[config.mk]
export PLATFORM = sky130hd
export DESIGN_NAME = midi_msg_parser
export DESIGN_NICKNAME = d
export VERILOG_FILES = /design/src/rtl/midi_msg_parser_pkg.sv /design/src/rtl/midi_msg_parser_msg_len.sv /design/src/rtl/midi_msg_parser.sv
export SDC_FILE = /design/constraint.sdc
export NUM_CORES = 1
export LEC_CHECK = 0
export BUFFER_PORTS_ARGS = -buffer_cell sky130_fd_sc_hd__buf_2
export CAP_MARGIN = 20
export CORE_UTILIZATION = 49
export DETAILED_ROUTE_END_ITERATION = 7
export GPL_ROUTABILITY_DRIVEN = 0
export GPL_TIMING_DRIVEN = 0
export PLACE_DENSITY = 0.78
export RECOVER_POWER = 100
export SLEW_MARGIN = 5
export SYNTH_ARGS = -nofsm -noshare
export SYNTH_HDL_FRONTEND = slang
export SYNTH_SLANG_ARGS = --single-unit
[constraint.sdc]
create_clock -name clk -period 1.6 [get_ports clk]
set_input_delay 0.16 -clock clk [delete_from_list [all_inputs] [get_ports clk]]
set_output_delay 0.16 -clock clk [all_outputs]
set_load 0.005 [all_outputs]
[src/rtl/midi_msg_parser_pkg.sv]
// Shared definitions for the MIDI channel-message parser.
// - ev_type_e   : decoded event type presented on ev_type
// - Stat*       : channel-voice status nibbles
// - SysexStart / SysexEnd / RtMin : system byte boundaries
// - state_e     : parser FSM states
package midi_msg_parser_pkg;

  typedef enum logic [2:0] {
    EvNoteOff   = 3'd0,
    EvNoteOn    = 3'd1,
    EvPolyAt    = 3'd2,
    EvCc        = 3'd3,
    EvProgram   = 3'd4,
    EvChanAt    = 3'd5,
    EvPitchBend = 3'd6
  } ev_type_e;

  localparam logic [3:0] StatNoteOff   = 4'h8;
  localparam logic [3:0] StatNoteOn    = 4'h9;
  localparam logic [3:0] StatPolyAt    = 4'hA;
  localparam logic [3:0] StatCc        = 4'hB;
  localparam logic [3:0] StatProgram   = 4'hC;
  localparam logic [3:0] StatChanAt    = 4'hD;
  localparam logic [3:0] StatPitchBend = 4'hE;

  localparam logic [7:0] SysexStart = 8'hF0;
  localparam logic [7:0] SysexEnd   = 8'hF7;
  localparam logic [7:0] RtMin      = 8'hF8;

  typedef enum logic [1:0] {
    StIdle   = 2'd0,
    StWaitD1 = 2'd1,
    StWaitD2 = 2'd2,
    StSysex  = 2'd3
  } state_e;

  // Real-time bytes may appear anywhere and never disturb parsing.
  function automatic logic is_realtime(input logic [7:0] b);
    return (b >= RtMin);
  endfunction

endpackage

[src/rtl/midi_msg_parser_msg_len.sv]
// Combinational decode of a channel status nibble.
// Ports:
//   status_nibble : high nibble of the running status byte (0x8..0xE)
//   two_bytes     : 1 when the message carries two data bytes, 0 for one
//   ev_type       : event type encoding for this status
module midi_msg_parser_msg_len
  import midi_msg_parser_pkg::*;
(
  input  logic [3:0] status_nibble,
  output logic       two_bytes,
  output ev_type_e   ev_type
);

  always_comb begin
    two_bytes = 1'b1;
    ev_type   = EvNoteOff;
    case (status_nibble)
      StatNoteOff:   ev_type = EvNoteOff;
      StatNoteOn:    ev_type = EvNoteOn;
      StatPolyAt:    ev_type = EvPolyAt;
      StatCc:        ev_type = EvCc;
      StatProgram: begin
        ev_type   = EvProgram;
        two_bytes = 1'b0;
      end
      StatChanAt: begin
        ev_type   = EvChanAt;
        two_bytes = 1'b0;
      end
      StatPitchBend: ev_type = EvPitchBend;
      default: ;
    endcase
  end

endmodule

[src/rtl/midi_msg_parser.sv]
// Byte-level MIDI channel-message parser. Turns received UART bytes into one
// decoded channel-voice event per complete message, with running status,
// real-time interleave, SysEx skipping and note-on velocity 0 -> note-off.
// Ports:
//   clk, rst   : system clock, asynchronous active-high reset
//   rx_byte    : received byte, qualified by rx_valid (one-cycle strobe)
//   ev_valid   : one-cycle strobe, one clock after the final data byte
//   ev_type    : 0 NOTE_OFF .. 6 PITCH_BEND
//   ev_channel : status low nibble
//   ev_data1   : first data byte
//   ev_data2   : second data byte, 0 for one-byte messages
// Fields hold their value between emissions.
module midi_msg_parser
  import midi_msg_parser_pkg::*;
#(
  parameter bit         OMNI    = 1'b1,
  parameter logic [3:0] CHANNEL = 4'd0
) (
  input  logic       clk,
  input  logic       rst,
  input  logic [7:0] rx_byte,
  input  logic       rx_valid,
  output logic       ev_valid,
  output logic [2:0] ev_type,
  output logic [3:0] ev_channel,
  output logic [6:0] ev_data1,
  output logic [6:0] ev_data2
);

  state_e     state_q, state_d;
  logic [7:0] rs_q, rs_d;       // running status byte, 0 when cleared
  logic [6:0] data1_q, data1_d;

  logic       ev_valid_q, ev_valid_d;
  ev_type_e   ev_type_q, ev_type_d;
  logic [3:0] ev_channel_q, ev_channel_d;
  logic [6:0] ev_data1_q, ev_data1_d;
  logic [6:0] ev_data2_q, ev_data2_d;

  logic       two_bytes;
  ev_type_e   rs_type;
  logic       msg_done;
  logic [6:0] msg_d1, msg_d2;
  ev_type_e   msg_type;
  logic       chan_ok;

  midi_msg_parser_msg_len u_msg_len (
    .status_nibble (rs_q[7:4]),
    .two_bytes     (two_bytes),
    .ev_type       (rs_type)
  );

  // Filtered messages are still parsed; only the strobe and field update are gated.
  assign chan_ok = OMNI || (rs_q[3:0] == CHANNEL);

  always_comb begin
    state_d      = state_q;
    rs_d         = rs_q;
    data1_d      = data1_q;
    msg_done     = 1'b0;
    msg_d1       = '0;
    msg_d2       = '0;
    msg_type     = rs_type;
    ev_valid_d   = 1'b0;
    ev_type_d    = ev_type_q;
    ev_channel_d = ev_channel_q;
    ev_data1_d   = ev_data1_q;
    ev_data2_d   = ev_data2_q;

    if (rx_valid && !is_realtime(rx_byte)) begin
      if (rx_byte[7]) begin
        if (rx_byte < SysexStart) begin
          // Channel status: new running status, any partial message dropped.
          rs_d    = rx_byte;
          state_d = StWaitD1;
        end else begin
          // System common (incl. SysEx end) cancels running status.
          rs_d    = '0;
          state_d = (rx_byte == SysexStart) ? StSysex : StIdle;
        end
      end else begin
        unique case (state_q)
          StWaitD1: begin
            if (two_bytes) begin
              data1_d = rx_byte[6:0];
              state_d = StWaitD2;
            end else begin
              msg_done = 1'b1;
              msg_d1   = rx_byte[6:0];
            end
          end
          StWaitD2: begin
            msg_done = 1'b1;
            msg_d1   = data1_q;
            msg_d2   = rx_byte[6:0];
            state_d  = StWaitD1;
          end
          default: ;  // Idle / SysEx: data bytes discarded
        endcase
      end
    end

    if (msg_done) begin
      if (rs_type == EvNoteOn && msg_d2 == 7'd0) begin
        msg_type = EvNoteOff;
      end
      if (chan_ok) begin
        ev_valid_d   = 1'b1;
        ev_type_d    = msg_type;
        ev_channel_d = rs_q[3:0];
        ev_data1_d   = msg_d1;
        ev_data2_d   = msg_d2;
      end
    end
  end

  always_ff @(posedge clk or posedge rst) begin
    if (rst) begin
      state_q      <= StIdle;
      rs_q         <= '0;
      data1_q      <= '0;
      ev_valid_q   <= 1'b0;
      ev_type_q    <= EvNoteOff;
      ev_channel_q <= '0;
      ev_data1_q   <= '0;
      ev_data2_q   <= '0;
    end else begin
      state_q      <= state_d;
      rs_q         <= rs_d;
      data1_q      <= data1_d;
      ev_valid_q   <= ev_valid_d;
      ev_type_q    <= ev_type_d;
      ev_channel_q <= ev_channel_d;
      ev_data1_q   <= ev_data1_d;
      ev_data2_q   <= ev_data2_d;
    end
  end

  assign ev_valid   = ev_valid_q;
  assign ev_type    = ev_type_q;
  assign ev_channel = ev_channel_q;
  assign ev_data1   = ev_data1_q;
  assign ev_data2   = ev_data2_q;

endmodule

After elaboration in Yosys (flattened, before gate mapping)

Cells that the tools add are included.

Bits of input ports: 11
Bits in registers: 39
Latch bits: 0
Memories: 0
Memory bits (read-only): 0
Word-level logic and storage cells: 52
RAM bits: 0
Output and inout port bits: 22

$lt $le $gt $ge: 2
$mul: 0
Bitwise gates (word level): 2
Shifts and indexed selects: 0
Reduce and logical (&&, ||, !) cells: 9
$add $sub $neg: 0
Eq/ne operators: 11
Divide/modulo/power cells: 0
Mux-type cells: 20

Operators with widths:

| cell                                                                  | number |
|---|---|
| 7-bit 2-to-1 mux                                                      | 6 |
| 4-bit equality test, second input constant                            | 6 |
| 3-bit one-hot mux with 6 select lines                                 | 1 |
| 7-bit one-hot mux with 2 select lines                                 | 1 |
| 8-bit equality test, second input constant                            | 1 |
| 8-bit >= comparator, second input constant                            | 1 |
| 8-bit < comparator, second input constant                             | 1 |
| 2-bit 2-to-1 mux                                                      | 4 |
| 8-bit 2-to-1 mux                                                      | 1 |
| 7-bit zero test                                                       | 1 |
| 1-bit 2-to-1 mux                                                      | 4 |
| 2-bit one-hot mux with 2 select lines                                 | 1 |
| 4-bit AND reduction                                                   | 1 |
| 3-bit by 1-bit equality test with 1-bit output, second input constant | 1 |
| 3-bit 2-to-1 mux                                                      | 1 |
| 3-bit inequality test, second input constant                          | 1 |
| 3-bit AND reduction                                                   | 1 |
| 3-bit nonzero test                                                    | 1 |
| 2-bit by 1-bit equality test with 1-bit output, second input constant | 1 |
| 2-bit equality test, second input constant                            | 1 |
| 1-bit logical AND                                                     | 2 |
| 1-bit NOT                                                             | 2 |
| 1-bit one-hot mux with 2 select lines                                 | 1 |
| 2-bit AND reduction                                                   | 1 |
| 2 further kinds                                                       | 2 |

Depth between registers and ports, before layout

Gate-level depths: netlist (run 1).

Depth after elaboration: 7
Gate-level depth with buffers: 8
Mapped depth without buffers: 6

Modules after synthesis

A second synthesis (run 1) with hierarchy kept.

Cell total of the unflattened synthesis: 163
Area total of the unflattened synthesis: 1,672.9 um^2

By module, submodules not included:

| module                  | instances | area an instance (um^2) | seq. area each (um^2) | cells an instance |
|---|---|---|---|---|
| midi_msg_parser         | 1         | 1,640.3                 | 975.9                 | 156 |
| midi_msg_parser_msg_len | 1         | 32.5                    | 0.0                   | 7 |

Worst setup path after synthesis (run 1)

No wires, ideal clock.

Path type: register to register
Start point: register state_q[0]
End point: register ev_channel_q[3] (netlist: ev_channel[3])
Cell stages (with the launch flop): 7
Path buffers: 1
Clock period less this slack: 1.760 ns
Path slack: -0.160 ns
Data required time: 1.475 ns
Setup time: 0.125 ns
Data arrival time: 1.635 ns
Cell sequence: dfrtp_1 inv_1 ha_1 or3b_1 buf_2 o21bai_4 mux2_4

Longest elaborated chain between the ends: 4
Elaborated cells between the ends (all ways): 5
Classes of those cells: eq/ne (2); mux (3)

RTL lines:

| what                                                                                         | RTL line               | RTL |
|---|---|---|
| from (decl)                                                                                  | midi_msg_parser.sv:30  | `state_e state_q, state_d;` |
| from (signal assigned)                                                                       | midi_msg_parser.sv:119 | `state_q <= StIdle;` |
| from (signal assigned)                                                                       | midi_msg_parser.sv:128 | `state_q <= state_d;` |
| 2-bit equality test / 2-bit by 1-bit equality test with 1-bit output (equally long branches) | midi_msg_parser.sv:82  | `unique case (state_q)` |
| 1-bit one-hot mux with 2 select lines *                                                      | midi_msg_parser.sv:82  |  |
| 1-bit 2-to-1 mux *                                                                           | midi_msg_parser.sv:71  | `if (rx_byte[7]) begin` |
| 1-bit 2-to-1 mux *                                                                           | midi_msg_parser.sv:70  | `if (rx_valid && !is_realtime(rx_byte)) begin` |
| to (signal assigned)                                                                         | midi_msg_parser.sv:133 | `ev_channel_q <= ev_channel_d;` |
| to (decl)                                                                                    | midi_msg_parser.sv:36  | `logic [3:0] ev_channel_q, ev_channel_d;` |

Every way passes the cells marked *; elsewhere a longest branch is shown, timed or not.
A chain may end at the register's enable or synchronous reset.

Worst setup path in the final report (run 1)

Start point: register state_q[1]
End point: register ev_type_q[0] (netlist: ev_type[0])

Longest elaborated chain between the ends: 7
Elaborated cells between the ends (all ways): 11
Classes of those cells: eq/ne (2); mux (7); reduce/logical (2)

RTL lines:

| what                 | RTL line               | RTL |
|---|---|---|
| 2-bit equality test  | midi_msg_parser.sv:82  |  |
| 7-bit 2-to-1 mux     | midi_msg_parser.sv:82  |  |
| 7-bit 2-to-1 mux     | midi_msg_parser.sv:71  |  |
| 7-bit 2-to-1 mux     | midi_msg_parser.sv:70  |  |
| 7-bit zero test      | midi_msg_parser.sv:104 | `if (rs_type == EvNoteOn && msg_d2 == 7'd0) begin` |
| 1-bit logical AND    | midi_msg_parser.sv:104 |  |
| 3-bit 2-to-1 mux     | midi_msg_parser.sv:104 |  |
| to (signal assigned) | midi_msg_parser.sv:123 | `ev_type_q <= EvNoteOff;` |
| to (signal assigned) | midi_msg_parser.sv:132 | `ev_type_q <= ev_type_d;` |
| to (decl)            | midi_msg_parser.sv:35  | `ev_type_e ev_type_q, ev_type_d;` |

Parallel ways exist; a longest one is shown, timed or not.

==> results of run 1 <==
==> cell usage in the layout, fill, tap and decap left out, drive strengths merged, types with 2 or more instances in the layout <==
master / n
a211oi: 2
a21oi: 2
a22oi: 8
buf: 38
bufinv: 2
clkbuf: 15
dfrtp: 39
ha: 2
inv: 12
mux2: 9
nand2: 29
nand2b: 2
nand3: 7
nor2: 6
o211ai: 2
o21ai: 25
o21bai: 3
==> what timing repair did <==
item / 4_1_cts / 5_1_grt
hold buffers: 1 / 0
setup endpoints to repair: 23 / 28
gates cloned: 2 / 1
buffers inserted: 2 / 4
resized for setup: 17 / 23
pin swaps: 2 / 7
hold endpoints to repair: 39 / 0
==> power by group <==
group	switching [µW]	internal, µW
logic	474	518
clock network	322	488
registers	193	1300
total	988	2310
==> synthesized netlist by cell type, drive strengths merged <==
cell type | count | area (µm²)
a211oi | 2 | 15.0
a21o | 1 | 8.76
a21oi | 2 | 10.0
a22o | 1 | 8.76
a22oi | 8 | 60.1
and2b | 1 | 8.76
and4b | 1 | 10.0
and4bb | 1 | 12.5
buf | 7 | 52.5
clkbuf | 2 | 11.3
dfrtp | 39 | 976
ha | 2 | 25.0
inv | 12 | 45.0
mux2 | 9 | 105
nand2 | 29 | 109
nand2b | 2 | 12.5
nand3 | 7 | 35.0
nand4 | 1 | 6.26
nor2 | 6 | 22.5
nor3 | 1 | 5.00
nor4 | 1 | 6.26
o211a | 1 | 10.0
o211ai | 2 | 15.0
o21ai | 25 | 163
o21bai | 2 | 26.3
o31ai | 1 | 7.51
or3b | 1 | 8.76
==> state kept, by name (all words and copies together), names as in the netlist <==
signal      flops
ev_valid        1
data1_q         7
ev_data1        7
ev_data2        7
state_q         2
ev_type         3
ev_channel      4
rs_q            8
==> metrics by stage <==
stage | setup WS (ns) | std cells | hold slack, ns | setup TNS [ns]
detailed placement | -0.319 | 245 | 0.357 | -5.81
floorplan | -0.160 | 167 | 0.296 | -2.55
finish | -0.203 | 261 | 0.0844 | -3.51
global route | -0.246 | 261 | 0.0656 | -4.36
global placement | -0.257 | 245 | 0.456 | -5.09
CTS | -0.245 | 258 | 0.0709 | -4.52
==> kinds of logic after synthesis <==
| kind of cell | Yosys count |
|---|---|
| compound gates | 45 |
| fa+ha+maj | 2 |
| buf+inv | 21 |
| flops | 39 |
| mux | 9 |
| simple gates | 51 |
==> worst paths after layout <==
kind,start,end,slack (ns),depth (start not counted)
worst max-delay path,state_q[1],ev_type[0],-0.20,7
worst min-delay path,rx_byte[2],ev_data2[2],0.08,3
min in group asynchronous,rst,ev_channel[1],0.48,3
worst max register to register,state_q[1],ev_type[0],-0.20,7
max in group asynchronous,rst,rs_q[4],0.61,3
worst min register to register,ev_channel[1],ev_channel[1],0.49,2
==> layout make-up <==
cell class              instances  area (µm²)
well taps                      46        57.6
plain buffers                   7        67.6
repair buffers                 41         273
multi-input cells             108         792
flip-flops and latches         39         976
inverters                      12        45.0
clock inverters                 2        60.1
clock buffers                   6        41.3
fillers                       273        1100
==> routing by layer <==
layer | wire (µm) | global-route usage (%) | share of wire [%]
met3 | 273 | 4.96 | 6.6
met1 | 1680 | 30.3 | 41
met4 | 101 | 8.43 | 2.4
met5 | 0 | 0 | 0
met2 | 2070 | 34.5 | 50
==> worst register-to-register path, cell delays in order, from the launching register on <==
cell and delay (ns):
dfrtp_1 0.43, ha_4 0.25, or3b_4 0.39, o21bai_4 0.20
buf_12 0.15, buf_8 0.13, nand2_1 0.07, o31ai_1 0.07
==> impl_results.md, run 1 <==
* Largest family of logic cells by synthesized area: compound AO/OA/AOI/OAI gates
* VDD IR max at between 600 and 700 µV
* Crit share post-route at 113%
* Port buffer count at 32
* Synth Register Bits at 39
* Crit path cell chain: ha_4 -> or3b_4 -> o21bai_4 -> buf_12 -> buf_8 -> nand2_1 -> o31ai_1
* Final antenna-violating net count at 0
* Type of origin of the critical path: flop
* Grt total ovfl at 0
* Worst-skew pair later-pin latency at between 0.3 and 0.4 ns
* Outcome: finished, violations left
* Tmin final at 1.80 ns
* Final Hold Fails at 0
* Routed vias/inst at around 5.6
* Netlist cell types at 33
* Core area at 3420 µm²
* Failing checks: negative setup slack
* CTS tree: yes
* Adder-cell share of the synthesized area at between 1 and 1.5%
* CTS root buf: clkbuf_4
* Maximum clock path buffer count at 2
* First-pass GRT wire length at 6590 µm
* IO Pins at 33
* DRT Wirelength at roughly 4100 µm
* YS warnings at 0
* Mapped cell area at between 1500 and 2000 µm²
* Critical Path RT at 1.83 ns
* Area after DPL at between 1500 and 2000 µm²
* CP max FO at 6
* RSZ-0062 raised after global routing: true
* Antenna Cells at 0
* Mux share of post-synthesis cell area at between 5 and 6%
* CP max stage delay at 0.43 ns
* Die height at approximately 62 µm
* Fmax at around 550 MHz
* Max-slew violations at 0
* Clk slew on worst S/H paths at 0.12 ns
* Final design instance area without fill at between 2000 and 2500 µm²
* DR iter-0 viols at ~110
* Max Cap Viol at 0
* Layout cells sized above 1 at 42.8%
* Detailed Place HPWL at roughly 2500 µm
* Die Wd at around 62 µm
* Setup CP Type: reg2reg
* Clock buffer count from CTS at 5
* Sequential fraction of the synthesis area at around 55%
* Critical Path AT at a little over 2 ns
* Synth Area in Simple Gates at about an eighth
* Rel. slew slack at 47.7%
* CP max-delay cell: dfrtp_1
* DRC viols at 0
* Worst path buffer plus inverter count at 2
* DIE AREA at 3870 µm²
* Vias in the first global route at between 1000 and 1500
* Power Dens Cells at approximately 1400 nW/µm²
* Largest net degree at the start of global routing at 40
* Routed wire per std cell at 15.8 µm
* Initial core utilization at 52.0%
* Crit. End Element: flop
* Post-synthesis net count at 180
* Vias at between 1000 and 1500
* Synth Area in XOR/XNOR at 0%
* Setup violations, final at 22
* Worst hold path class: in2reg
* Syn_area_per_cell at between 10 and 15 µm²
* Complex-gate fraction of the synthesized area at between 10% and 20%
* Pre-antenna DRT Iters at 5
* Initial antenna violation count at 0
* Worst-Margin Slew at between 0.7 and 0.8 ns
* Row count at 21
* CTS Sinks at 39
* GR Util All Layers at ~22%
* CTS H-Tree Depth at 2
* Worst setup margin at -0.203 ns
* Fin util at approximately two thirds
* Final Skew at about 0.012 ns
* NumNets Final at 227
* Layout Area Growth over Synthesis at 30.2%
* Kind of cell adding the most delay to the critical path: simple AND/OR/NAND/NOR gates
* Synth Instances at around 170
* Tot Pwr at around 3300 µW
* P_leak at 0.00107 µW
(Power assumes the default switching activity.)
==> inputs of run 2 (changes only) <==
ABC_AREA = 1   (was default)
HOLD_SLACK_MARGIN = 0.03   (was default)
PLACE_DENSITY = 0.77   (was 0.78)
==> run 2 against run 1 <==
Against the previous run:
- the run still ends with negative setup slack left
- hold slack better by 0.090 ns
- combinational power is 14% higher
- sequential power hardly changed
- highest routed layer unchanged
- clock-buffer cell count is 2 higher
- via count is 9.0% higher
- sequential cell count stayed put
- clock power is 8.8% lower
- first-iteration DRC count is 0.88% higher
- wire length is 7.4% higher
==> impl_results.md, run 2 <==
* Post-synthesis net count at 207 (+15%)
* Most numerous cell in the Yosys netlist: nand2_1
* Initial antenna violation count at 0 (unchanged)
* Final Skew at 0.00585 ns (-0.00639 ns)
* Worst hold path class: in2reg
* Rel. slew slack at 4.38% (-43 points)
* Routed wire per std cell at 15.2 µm (-4.0%)
* Fmax at 621 MHz (+12%)
* P_leak at 0.00116 µW (+8.4%)
* Netlist cell types at 28 (-15%)
* Worst setup margin at -0.00913 ns (+0.194 ns)
* Fin util at 63.6% (-4.1 points)
* Core area at 3660 µm² (+7.2%)
* DRC viols at 0 (unchanged)
* Synth Area in Simple Gates at 21.1% (+7.8 points)
* Vias in the first global route at 1423 (+5.8%)
* Failing checks: negative setup slack
* Area of the multi-input gates at 763 µm² (-3.6%)
* Adder-cell share of the synthesized area at 1.34% (-0.064 points)
* Tmin final at 1.61 ns (-0.194 ns)
* Ranking of synthesized cells by area: dfrtp_1, nand2_1, o21ai_2, inv_1, nor2_1
* IO Pins at 33 (unchanged)
* Final antenna-violating net count at 0 (unchanged)
* Setup CP Type: reg2reg
* Initial core utilization at 50.8% (-1.2 points)
* Port buffer count at 32 (unchanged)
* Ys flop type: dfrtp_1
* Vias at 1579 (+9.0%)
* Detailed Place HPWL at 2760 µm (+12%)
* Reg2Reg Launch Point: state_q[1]
* CTS tree: yes
* Type of origin of the critical path: flop
* First-pass GRT wire length at 6600 µm (+0.21%)
* Synth Register Bits at 39 (unchanged)
* Die Wd at 63.6 µm (+2.3%)
* CTS root buf: clkbuf_8
* Row count at 22 (+4.8%)
* Clock buffer count from CTS at 5 (unchanged)
* Crit share post-route at 101% (-12 points)
* FILL cells at 311 (+14%)
* VDD IR max at 562 µV (-19%)
* Antenna Cells at 0 (unchanged)
* Most frequent cells in the layout: nand2_1, dfrtp_1, buf_2
* Source of the critical timing path: state_q[1]
* Crit. End Element: flop
* DIE AREA at 4050 µm² (+4.6%)
* DRT Wirelength at 4430 µm (+7.4%)
* GR Util All Layers at 21.8% (-0.37 points)
* Layout cells sized above 1 at 34.8% (-8.0 points)
* CTS Sinks at 39 (unchanged)
* Syn_area_per_cell at 9.59 µm² (-9.8%)
* Power Dens Cells at 1450 nW/µm² (+1.5%)
* Maximum clock path buffer count at 2 (unchanged)
* Critical Path RT at 1.79 ns (-0.04 ns)
* Mapped cell area at 1860 µm² (+4.8%)
* CP max FO at 5 (-1)
* Synth area leader: dfrtp_1
* Post-synth EDFFs at 0 (unchanged)
* Top cell type's share of synthesized area at 52.5% (-2.5 points)
* Commonest non-fill, non-tap cell in the layout: nand2_1
* Worst-skew pair later-pin latency at 0.30 ns (-0.05 ns)
* DR iter-0 viols at 114 (+0.88%)
* Worst-Margin Slew at 1.43 ns (+0.649 ns)
* Routed vias/inst at 5.41 (-2.6%)
* Synth Area in XOR/XNOR at 0% (unchanged)
* Layout Area Growth over Synthesis at 25.2%
* Hold slack final at 0.175 ns (+0.0901 ns)
* Critical Path AT at 1.80 ns (-0.23 ns)
* Most flops, register: rs_q
* FF/Latch Area at 976 µm² (unchanged)
* Setup TNS at -0.0208 ns (+3.49 ns)
* Largest register FFs at 8 (unchanged)
* Clk slew on worst S/H paths at 0.08 ns (-0.04 ns)
* Outcome: finished, violations left
* Async S/R FF share, synth at 100% (unchanged)
* Mux share of post-synthesis cell area at 0% (-5.9 points)
* Largest family of logic cells by synthesized area: simple AND/OR/NAND/NOR gates
* YS warnings at 0 (unchanged)
* Max Cap Viol at 0 (unchanged)
* Setup violations, final at 4 (-82%)
* Pre-antenna DRT Iters at 4 (-1)
* Grt total ovfl at 0 (unchanged)
* DP Worst Slack at -0.0172 ns (+0.302 ns)
* Die height at 63.6 µm (+2.3%)
* Largest net degree at the start of global routing at 40 (unchanged)
* NumNets Final at 256 (+13%)
* Complex-gate fraction of the synthesized area at 17.0% (-1.2 points)
* Final Hold Fails at 0 (unchanged)
* CTS H-Tree Depth at 2 (unchanged)
* Max-slew violations at 0 (unchanged)
* Hold Buf Count CTS at 0 (-1)
* HP Start: rx_byte[2]
* Most frequent cells after synthesis: nand2_1, dfrtp_1, inv_1
* Synth Instances at 194 (+16%)
* Sequential fraction of the synthesis area at 52.5% (-2.5 points)
-- run 2: power breakdown --
| part | internal [µW] | switching [µW] |
|---|---|---|
| Combinational | 522 | 609 |
| Clock | 393 | 345 |
| Sequential | 1310 | 190 |
| Total | 2230 | 1140 |
-- run 2: final timing paths --
check | slack (ns) | depth (start not counted) | end
max in group asynchronous | 0.49 | 2 | ev_type[0]
min reg2reg | 0.48 | 2 | ev_channel[0]
min | 0.17 | 3 | ev_data2[2]
max | -0.009 | 9 | ev_data2[1]
max reg2reg | -0.009 | 9 | ev_data2[1]
min in group asynchronous | 0.27 | 2 | ev_data2[5]
-- run 2: layer usage --
metal / vias to the layer above / part of all wire (%) / GRT usage (%) / wire [µm]
li1: 738 / - / - / -
met1: 775 / 43 / 28.4 / 1910
met2: 51 / 49 / 34.4 / 2180
met3: 15 / 5.0 / 5.98 / 221
met4: 0 / 2.6 / 7.95 / 114
met5: - / 0 / 0 / 0
-- run 2: stage by stage --
step | total power (µW) | cells | area, µm²
finish | 3370 | 292 | 2330
detailed placement | 2450 | 274 | 2080
global placement | 2410 | 274 | 2080
CTS | 3240 | 286 | 2230
global route | 3610 | 292 | 2330
floorplan | 2110 | 194 | 1860
-- run 2: kinds of logic after synthesis --
kind of cell	after synthesis
adder cells (fa/ha/maj)	2
flip-flops	39
AO/OA/AOI/OAI	45
buffers and inverters	28
AND/OR/NAND/NOR	80
-- run 2: final cells by class --
cell class / count / share of cell area (%)
well taps: 48 / 2.58
plain buffers: 5 / 3.17
flip-flops and latches: 39 / 41.9
repair inverters: 1 / 0.269
multi-input cells: 127 / 32.8
repair buffers: 41 / 10.7
clock buffers: 8 / 4.30
inverters: 23 / 4.30
-- run 2: critical path, cell delays in order (launching register included) --
cell     delay, ns
dfrtp_1       0.41
buf_4         0.16
ha_4          0.23
nor2_4        0.10
nand2_4       0.08
nor2_8        0.19
buf_4         0.17
inv_4         0.04
nand2_1       0.07
o21ai_2       0.05
-- run 2: timing repair --
action | CTS | global route
pin swaps | 4 | 4
endpoints found under the setup margin | 7 | 23
gates resized for setup | 7 | 17
cloned | 0 | 2
setup buffers | 4 | 4
